$ cat config.mk
export PLATFORM = sky130hd
export DESIGN_NAME = oled_page_streamer
export DESIGN_NICKNAME = d
export VERILOG_FILES = /design/src/rtl/oled_page_streamer.sv
export SDC_FILE = /design/constraint.sdc
export NUM_CORES = 1
export LEC_CHECK = 0
export BUFFER_PORTS_ARGS = -buffer_cell sky130_fd_sc_hd__clkbuf_2
export CAP_MARGIN = 20
export CORE_MARGIN = 2
export CORE_UTILIZATION = 55
export CTS_CLUSTER_SIZE = 8
export DETAILED_ROUTE_END_ITERATION = 7
export PLACE_DENSITY = 0.92
export SYNTH_ARGS = -nofsm -noshare
export SYNTH_HDL_FRONTEND = slang
export SYNTH_SLANG_ARGS = --single-unit
$ cat constraint.sdc
create_clock -name clk -period 3.6 [get_ports clk]
set_input_delay 0.54 -clock clk [delete_from_list [all_inputs] [get_ports clk]]
set_output_delay 0.54 -clock clk [all_outputs]
set_load 0.01 [all_outputs]
$ cat src/rtl/oled_page_streamer.sv
// oled_page_streamer: framebuffer-to-SSD1306 refresh engine.
// Reads the monochrome framebuffer one 8-pixel page column at a time. Each
// column byte is bit-reversed into SSD1306 page order and streamed out over a
// valid/ready byte link.
// Optional feature macro: OLED_PAGE_CMD_EN. When it is defined, each page is
// preceded by the 3 addressing command bytes 0xB0|page, 0x00, 0x10.
//
// Handshake: a byte transfers on a rising edge where tx_valid && tx_ready.
// Once tx_valid rises it stays high, and tx_data/tx_dc stay frozen, until
// that edge.
module oled_page_streamer #(
  parameter int H_PIXELS = 128,
  parameter int V_PIXELS = 64
) (
  input  logic       clk,
  input  logic       rst,
  input  logic       start,
  output logic       busy,
  output logic       done,
  output logic       fb_re,
  output logic [7:0] fb_xpos,
  output logic [7:0] fb_ypos,
  output logic       fb_rmode,
  input  logic [7:0] fb_dout,
  output logic [7:0] tx_data,
  output logic       tx_dc,
  output logic       tx_valid,
  input  logic       tx_ready,
  output logic [2:0] dbg_state
);

  typedef enum logic [2:0] {
    S_IDLE = 3'd0,
    S_CMD  = 3'd1,
    S_RD   = 3'd2,
    S_LAT  = 3'd3,
    S_SEND = 3'd4,
    S_DONE = 3'd5
  } state_t;

  localparam logic [7:0] LAST_COL  = 8'(H_PIXELS - 1);
  localparam logic [2:0] LAST_PAGE = 3'(V_PIXELS / 8 - 1);

  state_t     state;
  logic [7:0] col;
  logic [2:0] page;
  logic       hs;
`ifdef OLED_PAGE_CMD_EN
  logic [1:0] cmd_idx;
`endif

  // Framebuffer bit7 is the top row. SSD1306 wants bit0 at the top.
  function automatic logic [7:0] bit_rev(input logic [7:0] d);
    logic [7:0] r;
    for (int k = 0; k < 8; k++) r[k] = d[7-k];
    return r;
  endfunction

  assign hs        = tx_valid && tx_ready;
  assign fb_rmode  = 1'b1;
  assign dbg_state = state;

  // Frame sequencer: page/column walk, read strobe and output byte register.
  always_ff @(posedge clk) begin
    if (rst) begin
      state    <= S_IDLE;
      col      <= 8'd0;
      page     <= 3'd0;
      busy     <= 1'b0;
      done     <= 1'b0;
      fb_re    <= 1'b0;
      fb_xpos  <= 8'd0;
      fb_ypos  <= 8'd0;
      tx_data  <= 8'd0;
      tx_dc    <= 1'b0;
      tx_valid <= 1'b0;
`ifdef OLED_PAGE_CMD_EN
      cmd_idx  <= 2'd0;
`endif
    end else begin
      case (state)
        S_IDLE: begin
          done <= 1'b0;
          if (start) begin
            busy <= 1'b1;
            col  <= 8'd0;
            page <= 3'd0;
`ifdef OLED_PAGE_CMD_EN
            state    <= S_CMD;
            tx_data  <= 8'hB0;
            tx_dc    <= 1'b0;
            tx_valid <= 1'b1;
            cmd_idx  <= 2'd0;
`else
            state   <= S_RD;
            fb_re   <= 1'b1;
            fb_xpos <= 8'd0;
            fb_ypos <= 8'd0;
`endif
          end
        end
`ifdef OLED_PAGE_CMD_EN
        S_CMD: begin
          // The page address byte is loaded on entry. The column-address pair
          // follows it on successive handshakes.
          if (hs) begin
            case (cmd_idx)
              2'd0: begin
                tx_data <= 8'h00;
                cmd_idx <= 2'd1;
              end
              2'd1: begin
                tx_data <= 8'h10;
                cmd_idx <= 2'd2;
              end
              default: begin
                tx_valid <= 1'b0;
                state    <= S_RD;
                fb_re    <= 1'b1;
                fb_xpos  <= col;
                fb_ypos  <= {2'b00, page, 3'b000};
              end
            endcase
          end
        end
`endif
        S_RD: begin
          fb_re <= 1'b0;
          state <= S_LAT;
        end
        S_LAT: begin
          tx_data  <= bit_rev(fb_dout);
          tx_dc    <= 1'b1;
          tx_valid <= 1'b1;
          state    <= S_SEND;
        end
        S_SEND: begin
          if (hs) begin
            tx_valid <= 1'b0;
            if (col != LAST_COL) begin
              col     <= col + 8'd1;
              state   <= S_RD;
              fb_re   <= 1'b1;
              fb_xpos <= col + 8'd1;
              fb_ypos <= {2'b00, page, 3'b000};
            end else if (page != LAST_PAGE) begin
              col  <= 8'd0;
              page <= page + 3'd1;
`ifdef OLED_PAGE_CMD_EN
              state    <= S_CMD;
              tx_data  <= {5'b10110, page + 3'd1};
              tx_dc    <= 1'b0;
              tx_valid <= 1'b1;
              cmd_idx  <= 2'd0;
`else
              state   <= S_RD;
              fb_re   <= 1'b1;
              fb_xpos <= 8'd0;
              fb_ypos <= {2'b00, page + 3'd1, 3'b000};
`endif
            end else begin
              state <= S_DONE;
              busy  <= 1'b0;
              done  <= 1'b1;
            end
          end
        end
        S_DONE: begin
          done  <= 1'b0;
          state <= S_IDLE;
        end
        default: state <= S_IDLE;
      endcase
    end
  end

endmodule

==> results of run 1 <==
-- metal layers --
metal	up-vias	global-route usage [%]	wire length [um]
li1	722	-	-
met5	-	0	0
met4	0	8.64	49
met1	663	30.2	1580
met2	53	34.3	1630
met3	6	4.76	201
-- synth_stat cells, types with 2 or more instances --
cell type	instances
sky130_fd_sc_hd__buf_4	7
sky130_fd_sc_hd__ha_1	3
sky130_fd_sc_hd__o2111ai_1	2
sky130_fd_sc_hd__nand3_1	7
sky130_fd_sc_hd__nor3_1	6
sky130_fd_sc_hd__mux2i_1	8
sky130_fd_sc_hd__o31a_1	2
sky130_fd_sc_hd__a31oi_1	3
sky130_fd_sc_hd__nor2_1	14
sky130_fd_sc_hd__inv_1	3
sky130_fd_sc_hd__a2111o_1	2
sky130_fd_sc_hd__nand3b_1	2
sky130_fd_sc_hd__nand4_1	4
sky130_fd_sc_hd__dfxtp_1	30
sky130_fd_sc_hd__nand2_1	5
sky130_fd_sc_hd__nor4_1	2
sky130_fd_sc_hd__clkbuf_1	7
sky130_fd_sc_hd__buf_2	4
sky130_fd_sc_hd__nor2b_1	3
sky130_fd_sc_hd__o31ai_1	2
sky130_fd_sc_hd__a21oi_1	17
sky130_fd_sc_hd__a211oi_1	2
sky130_fd_sc_hd__o21ai_0	15
sky130_fd_sc_hd__conb_1	2
sky130_fd_sc_hd__nand4b_1	3
-- worst max-delay path: stages (launching register included) --
cell                      delay (ns)
sky130_fd_sc_hd__dfxtp_1        0.43
sky130_fd_sc_hd__ha_1           0.35
sky130_fd_sc_hd__and4_2         0.37
sky130_fd_sc_hd__and4_1         0.49
sky130_fd_sc_hd__nor3_1         0.10
sky130_fd_sc_hd__o221a_2        0.27
-- state kept, by name, summed over array words and instances, names as in the netlist --
| signal | flops |
|---|---|
| col | 8 |
| tx_data | 8 |
| dbg_state | 3 |
| fb_ypos | 3 |
| page | 3 |
| busy | 1 |
| done | 1 |
| fb_re | 1 |
| tx_dc | 1 |
| tx_valid | 1 |
-- power breakdown --
| group | internal [mW] | switching [mW] |
|---|---|---|
| Combinational | 0.0246 | 0.0378 |
| Clock | 0.0945 | 0.116 |
| Sequential | 0.340 | 0.00944 |
-- worst min-delay path by stage --
stage                     from    endpoint  slack, ns
floorplan              page[1]     page[1]       0.46
global placement         tx_dc       tx_dc       0.43
detailed placement       tx_dc       tx_dc       0.44
CTS                 fb_dout[3]  tx_data[4]       0.43
global route        fb_dout[1]  tx_data[6]       0.44
finish              fb_dout[3]  tx_data[4]       0.44
-- stage by stage --
| stage | std cells | total power, mW |
|---|---|---|
| 2_1_floorplan | 185 | 0.403 |
| 3_3_place_gp | 234 | 0.416 |
| 3_5_place_dp | 234 | 0.417 |
| 4_1_cts | 242 | 0.622 |
| 5_1_grt | 243 | 0.645 |
| 6_report | 243 | 0.622 |
-- kinds of logic (layout without fill, tap and decap cells) --
logic type	Yosys count	count (layout)	share of synthesized area (%)
DFF	30	30	38.2
and+or+nand+nor	61	61	24.1
adders and majority gates	3	3	2.39
muxes	8	8	5.10
AOI/OAI and AO/OA	54	54	21.7
buffers and inverters	23	50	8.04
other	2	6	0.478
-- final cells by class --
cell class | instances | area share (%)
multi-input combinational | 132 | 48.6
sequential | 30 | 34.0
timing repair buffer | 39 | 11.2
clock buffer | 7 | 3.11
tap | 31 | 2.19
inverter | 3 | 0.637
clock inverter | 1 | 0.283
==> impl_summary.log, run 1 <==
[metrics] Post CTS Setup Buffer Count: 0
[metrics] input/output buffers: 38
[metrics] Worst VDD drop: 0.000327 V
[metrics] global placement routability congestion: 0.804
[metrics] setup repair after global routing missed its margin: false
[metrics] Post-Syn Area: 1570 sq um
[metrics] capture point of the worst path: fb_re
[metrics] Setup Crit Path Kind: reg2reg
[metrics] WL final: 3460 um
[metrics] count of final hold-check violations: 0
[metrics] most used cells in the layout excluding fill and tap cells: 38 x sky130_fd_sc_hd__clkbuf_2, 30 x sky130_fd_sc_hd__dfxtp_1, 17 x sky130_fd_sc_hd__a21oi_1
[metrics] total number of clock tree sinks: 30
[metrics] area taken by flip-flops and latches: 601 sq um
[metrics] global-route usage over all layers: 22.2%
[metrics] total overflow reported by the global router: 0
[metrics] via count: 1444
[metrics] horizontal extent of the die: 57.5 um
[metrics] detailed-route wire length per cell: 14.2 um
[metrics] classification of the worst-slack hold path: in2reg
[metrics] global-route wire length before repair: 5800 um
[metrics] Tcrit/Tclk final: 58.7%
[metrics] vias per std cell: 5.94
[metrics] Top-Level Pins: 45
[metrics] worst flop-to-flop path endpoint: fb_re
[metrics] layout cells sized above 1: 25.0%
[metrics] flip-flop and latch count after synthesis: 30
[metrics] sequential cell area fraction in the yosys report: 38.2%
[metrics] sort of element at the start of the critical path: register
[metrics] Post-Route Skew: 0.00987 ns
[metrics] number of core rows: 19
[metrics] NumNets Final: 226
[metrics] number of violations reported at the end of detailed-routing iteration 0: 53
[metrics] slack of the worst reg-to-reg path: 1.49 ns
[metrics] number of buffers on the longest clock path: 2
[metrics] Core Region: 2730 sq um
[metrics] total negative slack: 0 ns
[metrics] maximum clock frequency: 0.474 GHz
[metrics] number of CTS-inserted buffers: 5
[metrics] Clock Root Buffer: sky130_fd_sc_hd__clkbuf_4
[metrics] nature of the critical path endpoint: register
[metrics] placed inst area: 1700 sq um
[metrics] static leakage: 0.766 nW
[metrics] TritonRoute pass-1 iters: 4
[metrics] time the worst path needs with I/O delays and setup: 2.11 ns
[metrics] # Max-Cap Violations: 0
[metrics] DRC violation count after routing: 0
[metrics] final instance area: 1770 sq um
[metrics] ratio of total power to cell area: 352 nW/um^2
[metrics] Netlist cell types: 51
[metrics] via count of the first global-routing pass: 1302
[metrics] clock latency on the worst-skew pair: 0.33 ns
[metrics] final-report setup violation count: 0
[metrics] number of antenna diodes: 0
[metrics] max-slew violations: 0
[metrics] library cell occupying the most area in the post-synthesis netlist: sky130_fd_sc_hd__dfxtp_1
[metrics] final-layout worst hold slack: 0.435 ns
[metrics] maximum number of pins on one net before global-route repair: 32
[metrics] clock transition at the register clock pins on the worst setup and hold paths after CTS: 0.10 ns
[metrics] most common library cell in the layout ignoring fill and taps: sky130_fd_sc_hd__clkbuf_2
[metrics] EDFF count, synth: 0
[metrics] DP Wirelength: 2320 um
[metrics] Post-Synthesis Cells: 181
[metrics] H-tree level count: 2
[metrics] fraction of registers with async set/reset: 0%
[metrics] launching point of the worst reg2reg path: col[0]
[metrics] number of cells on the worst hold path: 3
[metrics] synthesis warning total: 0
[metrics] proportion of netlist area held by the largest area contributor: 38.2%
[metrics] arrival time of the worst setup path: 2.34 ns
[metrics] Fillers: 241
[metrics] die area: 3300 sq um
[metrics] Starting Density: 57.5%
[metrics] final core utilization: 64.7%
[metrics] area added between synthesis and finish: 12.5%
[metrics] Worst Slack Setup Final: 1.49 ns
[metrics] top cells by area, synth: sky130_fd_sc_hd__dfxtp_1 38%, sky130_fd_sc_hd__a21oi_1 5.4%, sky130_fd_sc_hd__mux2i_1 5.1%
[metrics] total area of multi-input combinational cells: 860 sq um
[metrics] worst setup slack before clock tree synthesis: 1.45 ns
[metrics] tightest slew margin relative to the limit: 58.3%
[metrics] clock tree from TritonCTS: yes
[metrics] Post-synth top flop: sky130_fd_sc_hd__dfxtp_1
[metrics] largest fanout of any net on the critical path: 12
[metrics] run status: complete, no violations
[metrics] transition at the pin with the smallest max-transition slack: 0.626 ns
[metrics] antenna violations before repair: 0
[metrics] Worst R2R Path Depth: 5
[metrics] remaining number of nets flagged by the antenna check after routing: 0
[metrics] post-CTS sizing: 0
[metrics] Worst Setup SP: col[0]
[metrics] Die H: 57.5 um
[metrics] number of buffers added to fix hold violations after cts: 0
[metrics] Required @ worst endpoint: 3.83 ns
[metrics] syn avg cell area: 8.68 sq um
Power figures use the tool's default switching activity.
==> run 2: changes to the inputs <==
- ABC_AREA: default -> 1
- CORE_UTILIZATION: 55 -> 46
- PLACE_DENSITY: 0.92 -> 0.83
- clock period: 3.6 -> 1.8 ns (I/O delays scaled with it)
==> impl_summary.log, run 2 <==
[metrics] cell internal pwr: 1.00 mW (+120%)
[metrics] sequential cell area fraction in the yosys report: 37.6% (-0.63 points)
[metrics] Post-synth top flop: sky130_fd_sc_hd__dfxtp_1
[metrics] most used cells in the layout excluding fill and tap cells: 55 x sky130_fd_sc_hd__nand2_1, 47 x sky130_fd_sc_hd__nor2_1, 38 x sky130_fd_sc_hd__clkbuf_2
[metrics] Worst R2R Path Depth: 8 (+3)
[metrics] horizontal extent of the die: 62.9 um (+9.5%)
[metrics] worst flop-to-flop path endpoint: col[1]
[metrics] worst hold path endpoint: tx_data[2]
[metrics] EDFF count, synth: 0 (unchanged)
[metrics] clock tree from TritonCTS: yes
[metrics] clock latency on the worst-skew pair: 0.34 ns (about the same)
[metrics] proportion of netlist area held by the largest area contributor: 37.6% (-0.63 points)
[metrics] syn avg cell area: 6.66 sq um (-23%)
[metrics] Post-Synthesis Cells: 240 (+33%)
[metrics] number of core rows: 21 (+2)
[metrics] clock transition at the register clock pins on the worst setup and hold paths after CTS: 0.09 ns (about the same)
[metrics] Top-Level Pins: 45 (unchanged)
[metrics] DRC violation count after routing: 0 (unchanged)
[metrics] Tcrit/Tclk final: 89.5% (+31 points)
[metrics] Die H: 62.9 um (+9.5%)
[metrics] detailed-route wire length per cell: 10.3 um (-28%)
[metrics] relative contribution of the clock network to total power: 29.8% (-4.0 points)
[metrics] most common library cell in the layout ignoring fill and taps: sky130_fd_sc_hd__nand2_1
[metrics] classification of the worst-slack hold path: in2reg
[metrics] slack of the worst reg-to-reg path: 0.19 ns (-1.30 ns)
[metrics] TritonRoute pass-1 iters: 4 (unchanged)
[metrics] Required @ worst endpoint: 2.04 ns (-1.79 ns)
[metrics] arrival time of the worst setup path: 1.85 ns (-0.49 ns)
[metrics] number of CTS-inserted buffers: 5 (unchanged)
[metrics] sequential share of power: 51.8% (-4.3 points)
[metrics] ranking of synthesized cells by instance count: 55 x sky130_fd_sc_hd__nand2_1, 47 x sky130_fd_sc_hd__nor2_1, 30 x sky130_fd_sc_hd__dfxtp_1, 26 x sky130_fd_sc_hd__inv_1, 16 x sky130_fd_sc_hd__nand3_1
[metrics] library cell occupying the most area in the post-synthesis netlist: sky130_fd_sc_hd__dfxtp_1
[metrics] time the worst path needs with I/O delays and setup: 1.61 ns (-0.501 ns)
[metrics] total number of clock tree sinks: 30 (unchanged)
[metrics] area added between synthesis and finish: 17.9%
[metrics] maximum number of pins on one net before global-route repair: 14 (-56%)
[metrics] via count of the first global-routing pass: 1436 (+10%)
[metrics] layout cells sized above 1: 23.0% (-2.0 points)
[metrics] sort of element at the start of the critical path: register
[metrics] maximum clock frequency: 0.621 GHz (+31%)
[metrics] Netlist cell types: 27 (-47%)
[metrics] remaining number of nets flagged by the antenna check after routing: 0 (unchanged)
[metrics] # Max-Cap Violations: 0 (unchanged)
[metrics] Starting Density: 47.9% (-9.6 points)
[metrics] Worst VDD drop: 0.000514 V (+57%)
[metrics] largest fanout of any net on the critical path: 12 (unchanged)
[metrics] global-route wire length before repair: 5860 um (+1.1%)
[metrics] fraction of registers with async set/reset: 0% (unchanged)
[metrics] overall power: 1.43 mW (+130%)
[metrics] total negative slack: 0 ns (unchanged)
[metrics] global-route usage over all layers: 18.5% (-3.7 points)
[metrics] top cells by area, synth: sky130_fd_sc_hd__dfxtp_1 38%, sky130_fd_sc_hd__nand2_1 13%, sky130_fd_sc_hd__nor2_1 11%
[metrics] run status: complete, no violations
[metrics] NumNets Final: 296 (+31%)
[metrics] Post CTS Setup Buffer Count: 0 (unchanged)
[metrics] Core Region: 3340 sq um (+22%)
[metrics] flip-flop and latch count after synthesis: 30 (unchanged)
[metrics] max-slew violations: 0 (unchanged)
[metrics] number of buffers on the longest clock path: 2 (unchanged)
[metrics] Clock Root Buffer: sky130_fd_sc_hd__clkbuf_4
[metrics] leading registers by flop count: col (8), tx_data (8)
[metrics] net load switching power: 0.432 mW (+160%)
[metrics] portion of total power attributed to combinational logic: 18.3% (+8.3 points)
[metrics] antenna violations before repair: 0 (unchanged)
[metrics] H-tree level count: 2 (unchanged)
[metrics] die area: 3960 sq um (+20%)
[metrics] synthesis warning total: 0 (unchanged)
[metrics] nature of the critical path endpoint: register
[metrics] Post-Syn Area: 1600 sq um (+1.7%)
[metrics] Switching Fraction: 30.2% (+3.9 points)
[metrics] number of violations reported at the end of detailed-routing iteration 0: 74 (+40%)
[metrics] Fillers: 347 (+44%)
[metrics] input/output buffers: 38 (unchanged)
[metrics] ratio of total power to cell area: 760 nW/um^2 (+120%)
[metrics] number of cells on the worst hold path: 3 (unchanged)
[metrics] WL final: 3380 um (-2.1%)
[metrics] most used standard cell by instance count after synthesis: sky130_fd_sc_hd__nand2_1
[metrics] count of final hold-check violations: 0 (unchanged)
[metrics] static leakage: 0.968 nW (+26%)
[metrics] total overflow reported by the global router: 0 (unchanged)
[metrics] setup repair after global routing missed its margin: false
[metrics] worst min-delay path startpoint: fb_dout[5]
[metrics] Post-Route Skew: 0.00399 ns (-0.00588 ns)
[metrics] Setup Crit Path Kind: reg2reg
[metrics] vias per std cell: 4.64 (-22%)
[metrics] global placement routability congestion: 0.886 (+10%)
[metrics] final-report setup violation count: 0 (unchanged)
[metrics] DP Wirelength: 2580 um (+11%)
[metrics] launching point of the worst reg2reg path: col[1]
[metrics] via count: 1521 (+5.3%)
[metrics] number of antenna diodes: 0 (unchanged)
-- run 2: cell count changes in the layout (fill, tap and decap cells not counted), moves of 4 or more --
cell / before / now
sky130_fd_sc_hd__nand2_1: 5 / 55
sky130_fd_sc_hd__nor2_1: 14 / 47
sky130_fd_sc_hd__inv_1: 3 / 26
sky130_fd_sc_hd__nand3_1: 7 / 16
sky130_fd_sc_hd__mux2i_1: 8 / 0
sky130_fd_sc_hd__nor3_1: 6 / 1
sky130_fd_sc_hd__buf_4: 1 / 5
sky130_fd_sc_hd__o21ai_0: 15 / 11
-- run 2: power by group through the flow --
stage	Combinational (mW)	Clock [mW]	Sequential (mW)
2_1_floorplan	0.183	0	0.769
4_1_cts	0.262	0.433	0.741
5_1_grt	0.301	0.464	0.748
6_report	0.262	0.427	0.742
3_3_place_gp	0.257	0	0.755
3_5_place_dp	0.262	0	0.757
-- run 2: timing repair --
action,in CTS,in global routing
hold buffers,0,0
gates resized for setup,0,4
setup endpoints to repair,0,10
-- run 2: layout make-up --
class	count	area, sq um	area share [%]
clock inverters	1	5.00	0.266
inverters	29	109	5.78
repair buffers	43	228	12.1
well taps	46	57.6	3.05
flip-flops and latches	30	602	31.9
clock buffers	7	55.1	2.92
multi-input cells	172	828	44.0
-- run 2: layer usage --
metal  share of wire, %  track usage, %  vias up  routed length (um)
met5                  0               0        -                   0
li1                   -               -      816                   -
met4                1.9            9.17        0                  65
met1                 47            21.2      661                1600
met3                4.9            5.23        8                 165
met2                 46            31.4       36                1550
-- run 2: stage by stage --
stage / worst slack, ns / instance area (sq um) / hold WS [ns] / util, % / instances
2_1_floorplan: 0.226 / 1610 / 0.437 / - / 244
3_3_place_gp: 0.187 / 1810 / 0.438 / 54.3 / 320
3_5_place_dp: 0.113 / 1810 / 0.441 / 54.3 / 320
4_1_cts: 0.104 / 1870 / 0.171 / 56.1 / 328
5_1_grt: 0.0118 / 1880 / 0.173 / 56.5 / 328
6_report: 0.190 / 1880 / 0.165 / 56.5 / 328
-- run 2: critical path, stage by stage (launching register included) --
cell	delay, ns
sky130_fd_sc_hd__dfxtp_1	0.39
sky130_fd_sc_hd__ha_2	0.23
sky130_fd_sc_hd__nand2_1	0.10
sky130_fd_sc_hd__nor2_4	0.21
sky130_fd_sc_hd__nand4_4	0.22
sky130_fd_sc_hd__nand2_4	0.19
sky130_fd_sc_hd__nand2_1	0.07
sky130_fd_sc_hd__nand2_1	0.06
sky130_fd_sc_hd__nor2_1	0.04
-- run 2: kinds of logic after synthesis --
kind of cell / synth area share [%]
simple gates: 37.8
fa+ha+maj: 2.35
buf+inv: 12.3
xor+xnor: 0.548
flops: 37.6
other cells: 0.470
compound gates: 8.93
-- run 2: worst max path at each step --
stage	from	end	slack, ns	depth (start not counted)
6_report	col[1]	col[1]	0.19	8
2_1_floorplan	col[0]	fb_ypos[4]	0.23	9
4_1_cts	col[0]	col[1]	0.10	8
5_1_grt	col[1]	page[1]	0.01	9
3_3_place_gp	col[0]	col[2]	0.19	7
3_5_place_dp	col[0]	col[1]	0.11	8
==> run 3: changes to the inputs <==
- RECOVER_POWER: default -> 25
==> impl_summary.log, run 3 (synthesis gave the netlist of run 2 again) <==
[metrics] Post-Route Skew: 0.00368 ns (-0.000309 ns)
[metrics] most frequent cell on the critical path: sky130_fd_sc_hd__nand2_1
[metrics] leading registers by flop count: col (8), tx_data (8)
[metrics] clock transition at the register clock pins on the worst setup and hold paths after CTS: 0.09 ns (about the same)
[metrics] ordered list of cells on the worst path: ha_2 > nand2_1 > nor2_4 > nand4_4 > nand2_4 > nand2_1 > nand2_1 > nor2_1
[metrics] number of CTS-inserted buffers: 5 (unchanged)
[metrics] arrival time of the worst setup path: 1.85 ns (about the same)
[metrics] detailed-route wire length per cell: 10.3 um (+0.18%)
[metrics] Worst R2R Path Depth: 8 (unchanged)
[metrics] Top-Level Pins: 45 (unchanged)
[metrics] antenna violations before repair: 0 (unchanged)
[metrics] layout cells sized above 1: 18.1% (-5.0 points)
[metrics] vias per std cell: 4.65 (+0.20%)
[metrics] global placement routability congestion: 0.886 (unchanged)
[metrics] input/output buffers: 38 (unchanged)
[metrics] number of antenna diodes: 0 (unchanged)
[metrics] Starting Density: 47.9% (unchanged)
[metrics] setup repair after global routing missed its margin: false
[metrics] classification of the worst-slack hold path: in2reg
[metrics] static leakage: 0.921 nW (-4.9%)
[metrics] max-slew violations: 0 (unchanged)
[metrics] # Max-Cap Violations: 0 (unchanged)
[metrics] Required @ worst endpoint: 2.04 ns (about the same)
[metrics] TritonRoute pass-1 iters: 4 (unchanged)
[metrics] Worst Setup SP: col[1]
[metrics] Worst VDD drop: 0.000503 V (-2.2%)
[metrics] Die H: 62.9 um (unchanged)
[metrics] slowest cell on the critical path: sky130_fd_sc_hd__dfxtp_1
[metrics] cell internal pwr: 0.995 mW (-0.45%)
[metrics] number of core rows: 21 (unchanged)
[metrics] worst flop-to-flop path endpoint: col[1]
[metrics] Post CTS Setup Buffer Count: 0 (unchanged)
[metrics] clock tree from TritonCTS: yes
[metrics] most common library cell in the layout ignoring fill and taps: sky130_fd_sc_hd__nand2_1
[metrics] capture point of the worst path: col[1]
[metrics] ratio of total power to cell area: 764 nW/um^2 (+0.52%)
[metrics] Clock Root Buffer: sky130_fd_sc_hd__clkbuf_4
[metrics] die area: 3960 sq um (unchanged)
[metrics] Core Region: 3340 sq um (unchanged)
[metrics] maximum clock frequency: 0.622 GHz (+0.19%)
[metrics] final-report setup violation count: 0 (unchanged)
[metrics] net load switching power: 0.430 mW (-0.33%)
[metrics] Tcrit/Tclk final: 89.3% (-0.17 points)
[metrics] total negative slack: 0 ns (unchanged)
[metrics] maximum number of pins on one net before global-route repair: 14 (unchanged)
[metrics] time the worst path needs with I/O delays and setup: 1.61 ns (-0.00308 ns)
[metrics] DP Wirelength: 2580 um (unchanged)
[metrics] via count: 1524 (+0.20%)
[metrics] count of final hold-check violations: 0 (unchanged)
[metrics] overall power: 1.43 mW (-0.41%)
[metrics] launching point of the worst reg2reg path: col[1]
[metrics] portion of total power attributed to combinational logic: 18.1% (-0.2 points)
[metrics] worst setup slack before clock tree synthesis: 0.113 ns (unchanged)
[metrics] most used cells in the layout excluding fill and tap cells: 55 x sky130_fd_sc_hd__nand2_1, 47 x sky130_fd_sc_hd__nor2_1, 29 x sky130_fd_sc_hd__dfxtp_1
[metrics] DRC violation count after routing: 0 (unchanged)
[metrics] total number of clock tree sinks: 30 (unchanged)
[metrics] global-route wire length before repair: 5860 um (unchanged)
[metrics] relative contribution of the clock network to total power: 29.9% (about the same)
[metrics] final-layout worst hold slack: 0.166 ns (+0.00115 ns)
[metrics] NumNets Final: 296 (unchanged)
[metrics] nature of the critical path endpoint: register
[metrics] number of violations reported at the end of detailed-routing iteration 0: 71 (-4.1%)
[metrics] H-tree level count: 2 (unchanged)
[metrics] total overflow reported by the global router: 0 (unchanged)
[metrics] largest fanout of any net on the critical path: 12 (unchanged)
[metrics] sequential share of power: 52.0% (+0.2 points)
[metrics] via count of the first global-routing pass: 1436 (unchanged)
[metrics] final core utilization: 55.9% (-0.52 points)
[metrics] global-route usage over all layers: 18.5% (unchanged)
[metrics] Worst Slack Setup Final: 0.193 ns (+0.00308 ns)
[metrics] WL final: 3390 um (+0.18%)
[metrics] slack of the worst reg-to-reg path: 0.19 ns (about the same)
[metrics] Switching Fraction: 30.2% (about the same)
[metrics] run status: complete, no violations
[metrics] delay of the slowest cell on the worst path: 0.39 ns (about the same)
[metrics] horizontal extent of the die: 62.9 um (unchanged)
[metrics] area added between synthesis and finish: 16.8%
[metrics] Setup Crit Path Kind: reg2reg
[metrics] number of buffers on the longest clock path: 2 (unchanged)
[metrics] clock latency on the worst-skew pair: 0.34 ns (about the same)
[metrics] remaining number of nets flagged by the antenna check after routing: 0 (unchanged)
[metrics] sort of element at the start of the critical path: register
## run 3: cell counts in the layout (fill, tap and decap cells not counted)
No cell type changed its count.
## run 3: final cells by class
| class | instances | area, sq um |
|---|---|---|
| repair buffers | 43 | 210 |
| inverters | 29 | 109 |
| multi-input cells | 172 | 828 |
| well taps | 46 | 57.6 |
| flip-flops and latches | 30 | 602 |
| clock buffers | 7 | 55.1 |
| clock inverters | 1 | 5.00 |
| fillers | 352 | 1470 |
## run 3: timing repair
item,in CTS,in global routing
hold buffers,0,0
gates resized for setup,0,4
endpoints found under the setup margin,0,10
## run 3: stage by stage
step	instances	area (sq um)
floorplan	244	1610
global placement	320	1810
detailed placement	320	1810
CTS	328	1870
global route	328	1870
finish	328	1870
## run 3: worst min path at each step
stage                       to        from  depth (start not counted)
finish              tx_data[2]  fb_dout[5]                          3
global route        tx_data[1]  fb_dout[6]                          3
CTS                 tx_data[2]  fb_dout[5]                          3
detailed placement       fb_re       fb_re                          2
global placement         fb_re       fb_re                          2
floorplan           tx_data[0]  fb_dout[7]                          2
## run 3: routing by layer
metal | part of all wire, % | wire [um] | global-route usage, %
met1 | 47 | 1610 | 21.2
met2 | 46 | 1540 | 31.4
met3 | 5.1 | 172 | 5.23
met4 | 1.9 | 65 | 9.17
met5 | 0 | 0 | 0
## run 3: critical path, delay by kind of cell, from the launching register on
kind	cells	cell delay, ns
adders and majority gates	1	0.23
DFF	1	0.39
and+or+nand+nor	7	0.88
## run 3: power groups by stage
stage / Combinational, mW / Clock (mW) / Sequential [mW]
5_1_grt: 0.297 / 0.464 / 0.748
2_1_floorplan: 0.183 / 0 / 0.769
3_3_place_gp: 0.257 / 0 / 0.755
4_1_cts: 0.262 / 0.433 / 0.741
3_5_place_dp: 0.262 / 0 / 0.757
6_report: 0.258 / 0.426 / 0.741
